### src/rtl/uart_img_pkg.sv
`default_nettype none
// +----------------------------------------------------------------------+
// | uart_img_pkg : shared codes, byte-FSM states and frame length for    |
// | the UART image loader (UART_IMG_CHECKSUM_EN adds a 9th byte).        |
// | Revision 1.0                                                         |
// +----------------------------------------------------------------------+
package uart_img_pkg;

   localparam logic [1:0] ERR_NONE    = 2'b00;
   localparam logic [1:0] ERR_FRAME   = 2'b01;
   localparam logic [1:0] ERR_TIMEOUT = 2'b10;
   localparam logic [1:0] ERR_CSUM    = 2'b11;

`ifdef UART_IMG_CHECKSUM_EN
   localparam int unsigned FRAME_BYTES = 9;
`else
   localparam int unsigned FRAME_BYTES = 8;
`endif

   typedef enum logic [2:0] {
      RX_IDLE  = 3'd0,
      RX_START = 3'd1,
      RX_DATA  = 3'd2,
      RX_STOP  = 3'd3,
      RX_BREAK = 3'd4
   } rx_state_e;

endpackage
`default_nettype wire

### src/rtl/uart_rx_byte.sv
`default_nettype none
// +----------------------------------------------------------------------+
// | uart_rx_byte : 8N1 receiver with 2-FF synchroniser, oversampling     |
// | tick divider and mid-bit sampling byte FSM.                          |
// | Revision 1.0                                                         |
// +----------------------------------------------------------------------+
module uart_rx_byte
   import uart_img_pkg::*;
#(
   parameter int unsigned CLK_HZ     = 100_000_000,
   parameter int unsigned BAUD       = 115_200,
   parameter int unsigned OVERSAMPLE = 16
) (
   input  logic       clk,
   input  logic       reset,
   input  logic       rx,
   output logic [7:0] byte_out,
   output logic       byte_valid,
   output logic       frame_err
);

   localparam int unsigned DIV   = CLK_HZ / (BAUD * OVERSAMPLE);
   localparam int unsigned DIV_W = (DIV > 1) ? $clog2(DIV) : 1;
   localparam int unsigned OS_W  = (OVERSAMPLE > 1) ? $clog2(OVERSAMPLE) : 1;
   localparam logic [DIV_W-1:0] DIV_LAST = DIV_W'(DIV - 1);
   localparam logic [OS_W-1:0]  OS_MID   = OS_W'(OVERSAMPLE / 2 - 1);
   localparam logic [OS_W-1:0]  OS_LAST  = OS_W'(OVERSAMPLE - 1);

   logic             rx_meta_q, rx_sync_q, rx_prev_q;
   logic [DIV_W-1:0] div_q;
   rx_state_e        state_q, state_d;
   logic [OS_W-1:0]  os_q, os_d;
   logic [2:0]       bit_q, bit_d;
   logic [7:0]       shift_q, shift_d;
   logic             valid_q, valid_d;
   logic             ferr_q, ferr_d;
   logic             w_tick, w_fall;

   assign w_tick = (div_q == DIV_LAST);
   assign w_fall = rx_prev_q & ~rx_sync_q;

   always_comb begin
      state_d = state_q;
      os_d    = w_tick ? os_q + OS_W'(1) : os_q;
      bit_d   = bit_q;
      shift_d = shift_q;
      valid_d = 1'b0;
      ferr_d  = 1'b0;
      case (state_q)
         RX_IDLE: begin
            os_d  = '0;
            bit_d = '0;
            if (w_fall) state_d = RX_START;
         end
         RX_START: begin
            // A start bit that is high again at mid-bit was a glitch.
            if (w_tick && os_q == OS_MID) begin
               os_d    = '0;
               state_d = rx_sync_q ? RX_IDLE : RX_DATA;
            end
         end
         RX_DATA: begin
            if (w_tick && os_q == OS_LAST) begin
               os_d    = '0;
               shift_d = {rx_sync_q, shift_q[7:1]};
               bit_d   = bit_q + 3'd1;
               if (bit_q == 3'd7) state_d = RX_STOP;
            end
         end
         RX_STOP: begin
            if (w_tick && os_q == OS_LAST) begin
               os_d = '0;
               if (rx_sync_q) begin
                  valid_d = 1'b1;
                  state_d = RX_IDLE;
               end else begin
                  ferr_d  = 1'b1;
                  state_d = RX_BREAK;
               end
            end
         end
         RX_BREAK: begin
            if (rx_sync_q) state_d = RX_IDLE;
         end
         default: state_d = RX_IDLE;
      endcase
   end

   always_ff @(posedge clk) begin
      if (reset) begin
         rx_meta_q <= 1'b1;
         rx_sync_q <= 1'b1;
         rx_prev_q <= 1'b1;
         div_q     <= '0;
         state_q   <= RX_IDLE;
         os_q      <= '0;
         bit_q     <= '0;
         shift_q   <= '0;
         valid_q   <= 1'b0;
         ferr_q    <= 1'b0;
      end else begin
         rx_meta_q <= rx;
         rx_sync_q <= rx_meta_q;
         rx_prev_q <= rx_sync_q;
         div_q     <= w_tick ? '0 : div_q + DIV_W'(1);
         state_q   <= state_d;
         os_q      <= os_d;
         bit_q     <= bit_d;
         shift_q   <= shift_d;
         valid_q   <= valid_d;
         ferr_q    <= ferr_d;
      end
   end

   assign byte_out   = shift_q;
   assign byte_valid = valid_q;
   assign frame_err  = ferr_q;

endmodule
`default_nettype wire

### src/rtl/uart_image_loader.sv
`default_nettype none
// +----------------------------------------------------------------------+
// | uart_image_loader : assembles UART bytes into an 8x8 image with      |
// | timeout; UART_IMG_CHECKSUM_EN enables a trailing XOR byte check.     |
// | Revision 1.0                                                         |
// +----------------------------------------------------------------------+
module uart_image_loader
   import uart_img_pkg::*;
#(
   parameter int unsigned CLK_HZ       = 100_000_000,
   parameter int unsigned BAUD         = 115_200,
   parameter int unsigned OVERSAMPLE   = 16,
   parameter int unsigned TIMEOUT_CLKS = 1_000_000
) (
   input  logic        clk,
   input  logic        reset,
   input  logic        rx,
   output logic [63:0] im_out,
   output logic        im_valid,
   output logic        err,
   output logic [1:0]  err_code,
   output logic        busy
);

   localparam int unsigned TO_W = $clog2(TIMEOUT_CLKS + 1);
   localparam logic [TO_W-1:0] TO_LAST  = TO_W'(TIMEOUT_CLKS - 1);
   localparam logic [3:0]      LAST_IDX = 4'(FRAME_BYTES - 1);

   logic [7:0]      byte_out;
   logic            byte_valid, frame_err;
   logic [3:0]      cnt_q, cnt_d;
   logic [63:0]     shadow_q, shadow_d;
   logic [63:0]     im_q, im_d;
   logic [TO_W-1:0] idle_q, idle_d;
   logic            valid_q, valid_d, err_q, err_d;
   logic [1:0]      code_q, code_d;
   logic            commit_q, commit_d, cerr_q, cerr_d;
   logic            w_last, w_timeout, w_csum_ok;

   uart_rx_byte #(
      .CLK_HZ     (CLK_HZ),
      .BAUD       (BAUD),
      .OVERSAMPLE (OVERSAMPLE)
   ) u_rx (
      .clk        (clk),
      .reset      (reset),
      .rx         (rx),
      .byte_out   (byte_out),
      .byte_valid (byte_valid),
      .frame_err  (frame_err)
   );

   assign busy      = (cnt_q != 4'd0);
   assign w_last    = byte_valid && (cnt_q == LAST_IDX);
   assign w_timeout = busy && (idle_q == TO_LAST);

`ifdef UART_IMG_CHECKSUM_EN
   logic [7:0] csum_q;
   always_ff @(posedge clk) begin
      if (reset || frame_err || w_last || (w_timeout && !byte_valid))
         csum_q <= '0;
      else if (byte_valid)
         csum_q <= csum_q ^ byte_out;
   end
   assign w_csum_ok = (byte_out == csum_q);
`else
   assign w_csum_ok = 1'b1;
`endif

   always_comb begin
      cnt_d    = cnt_q;
      shadow_d = shadow_q;
      im_d     = im_q;
      idle_d   = '0;
      valid_d  = 1'b0;
      err_d    = 1'b0;
      code_d   = ERR_NONE;
      commit_d = 1'b0;
      cerr_d   = 1'b0;
      // Commit lags the last byte by one clk so im_out only ever sees whole frames.
      if (commit_q) begin
         im_d    = shadow_q;
         valid_d = 1'b1;
      end
      if (cerr_q) begin
         err_d  = 1'b1;
         code_d = ERR_CSUM;
      end
      if (frame_err) begin
         cnt_d  = '0;
         err_d  = 1'b1;
         code_d = ERR_FRAME;
      end else if (byte_valid) begin
         if (!cnt_q[3]) shadow_d[{cnt_q[2:0], 3'b000} +: 8] = byte_out;
         if (w_last) begin
            cnt_d    = '0;
            commit_d = w_csum_ok;
            cerr_d   = !w_csum_ok;
         end else begin
            cnt_d = cnt_q + 4'd1;
         end
      end else if (busy) begin
         if (w_timeout) begin
            cnt_d  = '0;
            err_d  = 1'b1;
            code_d = ERR_TIMEOUT;
         end else begin
            idle_d = idle_q + TO_W'(1);
         end
      end
   end

   always_ff @(posedge clk) begin
      if (reset) begin
         cnt_q    <= '0;
         shadow_q <= '0;
         im_q     <= '0;
         idle_q   <= '0;
         valid_q  <= 1'b0;
         err_q    <= 1'b0;
         code_q   <= ERR_NONE;
         commit_q <= 1'b0;
         cerr_q   <= 1'b0;
      end else begin
         cnt_q    <= cnt_d;
         shadow_q <= shadow_d;
         im_q     <= im_d;
         idle_q   <= idle_d;
         valid_q  <= valid_d;
         err_q    <= err_d;
         code_q   <= code_d;
         commit_q <= commit_d;
         cerr_q   <= cerr_d;
      end
   end

   assign im_out   = im_q;
   assign im_valid = valid_q;
   assign err      = err_q;
   assign err_code = code_q;

endmodule
`default_nettype wire

### config.mk
export PLATFORM = sky130hd
export DESIGN_NAME = uart_image_loader
export DESIGN_NICKNAME = d
export VERILOG_FILES = /design/src/rtl/uart_img_pkg.sv /design/src/rtl/uart_rx_byte.sv /design/src/rtl/uart_image_loader.sv
export SDC_FILE = /design/constraint.sdc
export NUM_CORES = 1
export LEC_CHECK = 0
export ABC_CLOCK_PERIOD_IN_PS = 3300
export BUFFER_PORTS_ARGS = -buffer_cell sky130_fd_sc_hd__clkbuf_2
export CAP_MARGIN = 20
export CORE_AREA = 5 5 127 129
export CTS_BUF_LIST = sky130_fd_sc_hd__clkbuf_8
export DETAILED_ROUTE_END_ITERATION = 7
export DIE_AREA = 0 0 132 134
export PLACE_DENSITY = 0.65
export SLEW_MARGIN = 20
export SYNTH_ARGS = -nofsm -noshare
export SYNTH_HDL_FRONTEND = slang
export SYNTH_SLANG_ARGS = --single-unit
### constraint.sdc
create_clock -name clk -period 3.3 [get_ports clk]
set_clock_uncertainty 0.05 [all_clocks]
set_input_delay 0.66 -clock clk [delete_from_list [all_inputs] [get_ports clk]]
set_output_delay 0.66 -clock clk [all_outputs]
set_load 0.02 [all_outputs]
==> results by stage <==
Yosys:
- Yosys mapped a number of flops with a built-in enable equal to 0.
- The most common cell in the synthesized netlist is sky130_fd_sc_hd__dfxtp_1.
- By area the synthesized netlist is led by sky130_fd_sc_hd__dfxtp_1 (52%), sky130_fd_sc_hd__mux2i_1 (16%), sky130_fd_sc_hd__nor2_1 (7.6%), sky130_fd_sc_hd__nand3_1 (2.4%), sky130_fd_sc_hd__a21oi_1 (2.2%).
- The most used flip-flop cell after synthesis is sky130_fd_sc_hd__dfxtp_1.
- In this run the biggest area consumer among cell types represents 51.7% of the synthesized area.
- The register bit count reported by yosys is 186.
- The number of different library cells used by synthesis comes to 51.
- By count the netlist is led by sky130_fd_sc_hd__dfxtp_1 (186), sky130_fd_sc_hd__nor2_1 (145), sky130_fd_sc_hd__mux2i_1 (117), sky130_fd_sc_hd__nand3_1 (35), sky130_fd_sc_hd__clkbuf_1 (34).
- The number of instances in the synthesized netlist is 736.
- The proportion of synthesized flip-flops having asynchronous set or reset is 0%.
- The net count after synthesis is 748.
- The synthesis warning total is 0.
- After synthesis, the mean cell area works out to 9.78 sq um.
- The proportion of synthesized chip area in sequential cells is 51.7%.
- The cell type contributing the most total cell area after synthesis is sky130_fd_sc_hd__dfxtp_1.
- The netlist area before placement is 7200 sq um.

STA:
- Setup repair after global routing left no endpoint under its margin.
- The number of max-slew violations in the final report is 0.
- The final worst hold slack is 0.331 ns.
- The transition time of the tightest slew-check pin is 1.13 ns.
- The maximum clock rate is 333 MHz.
- Counting I/O delays and the setup requirement, the final critical path takes 3.00 ns.
- Setup violations remaining at the end of the flow were counted as 0.
- The final hold violation count was 0.
- The final clock period utilization by the worst path is 91.0%.
- The summed negative setup slack over all endpoints is 0 ns.
- The worst pin sits at a relative slew slack of 25.0%.

Drt:
- The routed layout has 5193 vias.
- The count of nets left with antenna violations once routing finished came out at 0.
- The number of iterations in the first detailed-routing pass is 5.
- The routed design has 15000 um of wire.
- The average via count per standard cell is 5.23.
- The average wire per standard cell is 15.1 um.
- In this run, the number of DRC markers left after iteration 0 of detailed routing was 344.
- For this run, design rule violations remaining after detail routing come to 0.

Power:
- The total power per unit cell area is 472 nW/um^2.
- The cell leakage power is 3.06 nW.
- IR analysis of the VDD net gives a maximum drop of 0.208 mV.

Floorplanning:
- The area of the die is 17700 sq um.
- In this run the horizontal extent of the chip is 132 um.
- Measured along the y axis, the die boundary spans 134 um.
- In this run the standard cell core region covers 14900 sq um.
- The initial utilization of the core area, before any placement, comes to 48.3%.
- The row count is 45.
- The number of placed I/O pins is 72.

Setup path:
- The biggest fanout along the worst timing path is 17.
- For the worst setup path, the data required time is 3.58 ns.
- For the worst setup path, the data arrival time is 3.29 ns.
- The endpoint kind of the worst setup timing path is a register.
- The start-to-end type of the worst setup path is register to register.
- The worst setup path is launched from a register.

Clock tree:
- The number of gates resized after CTS was 0.
- The clock tree buffer depth is 2.
- Clock-pin slew was measured on the worst setup and hold paths at 0.09 ns.
- The CTS tree is built.
- The number of clock sinks seen by CTS is 186.
- The total clock buffers created by CTS is 17.
- The H-tree depth is 4.
- The tree is rooted in a sky130_fd_sc_hd__clkbuf_8.
- The post-CTS setup-driven buffer insertion count is 0.
- The quantity of hold-fixing buffers added after cts is 0.
- The worst-skew pair later-pin latency is 0.46 ns.

Placement:
- The number of buffers added on ports is 71.
- Routability-driven placement finished with a final weighted congestion of 0.863.
- The HPWL after detailed placement is 10200 um.
- The total instance count after detailed placement is 960.

GRT:
- The number of antenna violations at the first check in global routing is 0.
- For this run, the total global-route usage over all layers was measured as 17.5%.
- The final global-route overflow total is 0.
- The largest net degree at the start of global routing is 121.
- The number of global-route vias before repair came to 5097.
- The first global-routing pass estimated 25600 um of wire.

Outcome:
- The run finished with clean final reports.

Job:
- The max-capacitance violation count is 0.

Layout:
- Once layout is complete, the utilization of the core stands at 54.2%.
- The repair_antennas step left the layout with diodes totalling 0.
- For this run, the post-layout net count is 803.
- The finished layout holds 992 standard cells, fillers aside.
- Compared with the post-synthesis result, the final layout area differs by 12.4%.
- Of the cells placed in the final design, the portion with a size suffix greater than 1 is 15.3%.

Worst hold path:
- The type of the tightest min-delay check is primary input to register.
==> area by class of cell <==
| class | instances | area (sq um) |
|---|---|---|
| fill | 1311 | 6830 |
| tap | 188 | 235 |
| multi-input combinational | 501 | 3290 |
| sequential | 186 | 3730 |
| clock inverter | 13 | 140 |
| timing repair buffer | 76 | 408 |
| clock buffer | 19 | 262 |
| inverter | 9 | 33.8 |
==> registers in the layout, indices dropped and copies added (netlist names), 2 cells and up <==
signal,cells
u_rx.byte_out,8
shadow_q,64
u_rx.os_q,4
u_rx.bit_q,3
u_rx.state_q,3
im_out,64
u_rx.div_q,6
err_code,2
cnt_q,4
idle_q,20
==> cells by family (layout without fill, tap and decap cells) <==
kind of cell             after synthesis  in the layout  share of synthesized area [%]
adder cells (fa/ha/maj)                9              9                           1.56
buffers and inverters                 49            117                           2.64
flip-flops                           186            186                           51.7
XOR/XNOR                              20             20                           2.43
multiplexers                         118            118                           16.4
AO/OA/AOI/OAI                         51             51                           4.24
AND/OR/NAND/NOR                      303            303                           21.0
==> critical path, stage by stage, from the launching register on <==
cell and delay, ns:
sky130_fd_sc_hd__dfxtp_1 0.66, sky130_fd_sc_hd__inv_1 0.16, sky130_fd_sc_hd__ha_1 0.26, sky130_fd_sc_hd__ha_1 0.38
sky130_fd_sc_hd__or4b_4 0.59, sky130_fd_sc_hd__nor3_4 0.47, sky130_fd_sc_hd__mux2i_1 0.24, sky130_fd_sc_hd__nor2_1 0.06
==> path summary, 6_finish.rpt <==
check        depth (start not counted)                      start                         to  slack [ns]
max reg2reg                          7      cnt_q[0]$_SDFFE_PP0P_  shadow_q[49]$_SDFFE_PP0P_        0.30
min reg2reg                          1  u_rx.rx_meta_q$_SDFF_PP1_  u_rx.rx_sync_q$_SDFF_PP1_        0.38
min                                  2                         rx  u_rx.rx_meta_q$_SDFF_PP1_        0.33
max                                  7      cnt_q[0]$_SDFFE_PP0P_  shadow_q[49]$_SDFFE_PP0P_        0.30
==> layer usage <==
layer | vias to the layer above | routed length (um) | track usage, %
met2 | 103 | 7100 | 28.1
li1 | 2624 | - | -
met3 | 22 | 695 | 4.50
met4 | 0 | 260 | 6.46
met1 | 2444 | 6900 | 22.9
met5 | - | 0 | 0
==> placed cells by master, fill, tap and decap left out, types with 10 or more instances in the layout <==
cell and count:
sky130_fd_sc_hd__a21oi_1 31, sky130_fd_sc_hd__and2_1 10, sky130_fd_sc_hd__clkbuf_2 70, sky130_fd_sc_hd__clkbuf_8 19, sky130_fd_sc_hd__dfxtp_1 185, sky130_fd_sc_hd__mux2i_1 117, sky130_fd_sc_hd__nand2_1 33, sky130_fd_sc_hd__nand2b_1 22
sky130_fd_sc_hd__nand3_1 35, sky130_fd_sc_hd__nor2_1 145, sky130_fd_sc_hd__xor2_1 14
==> metrics by stage <==
stage	cell area, sq um	setup WS (ns)	total power, mW
after floorplan	7200	0.777	2.34
after detailed placement	7690	0.358	2.35
after CTS	8090	0.319	3.87
final	8090	0.296	3.82
after global placement	7690	0.486	2.35
after global routing	8090	0.0603	3.96
==> report_power, final <==
group | total (mW) | switching [mW] | internal, mW | leakage [nW]
logic | 0.0475 | 0.0347 | 0.0128 | 1.35
registers | 2.25 | 0.00598 | 2.25 | 1.50
clock network | 1.52 | 0.797 | 0.720 | 0.207
total | 3.82 | 0.838 | 2.98 | 3.06
No activity file was read; power rests on OpenSTA's default activity.
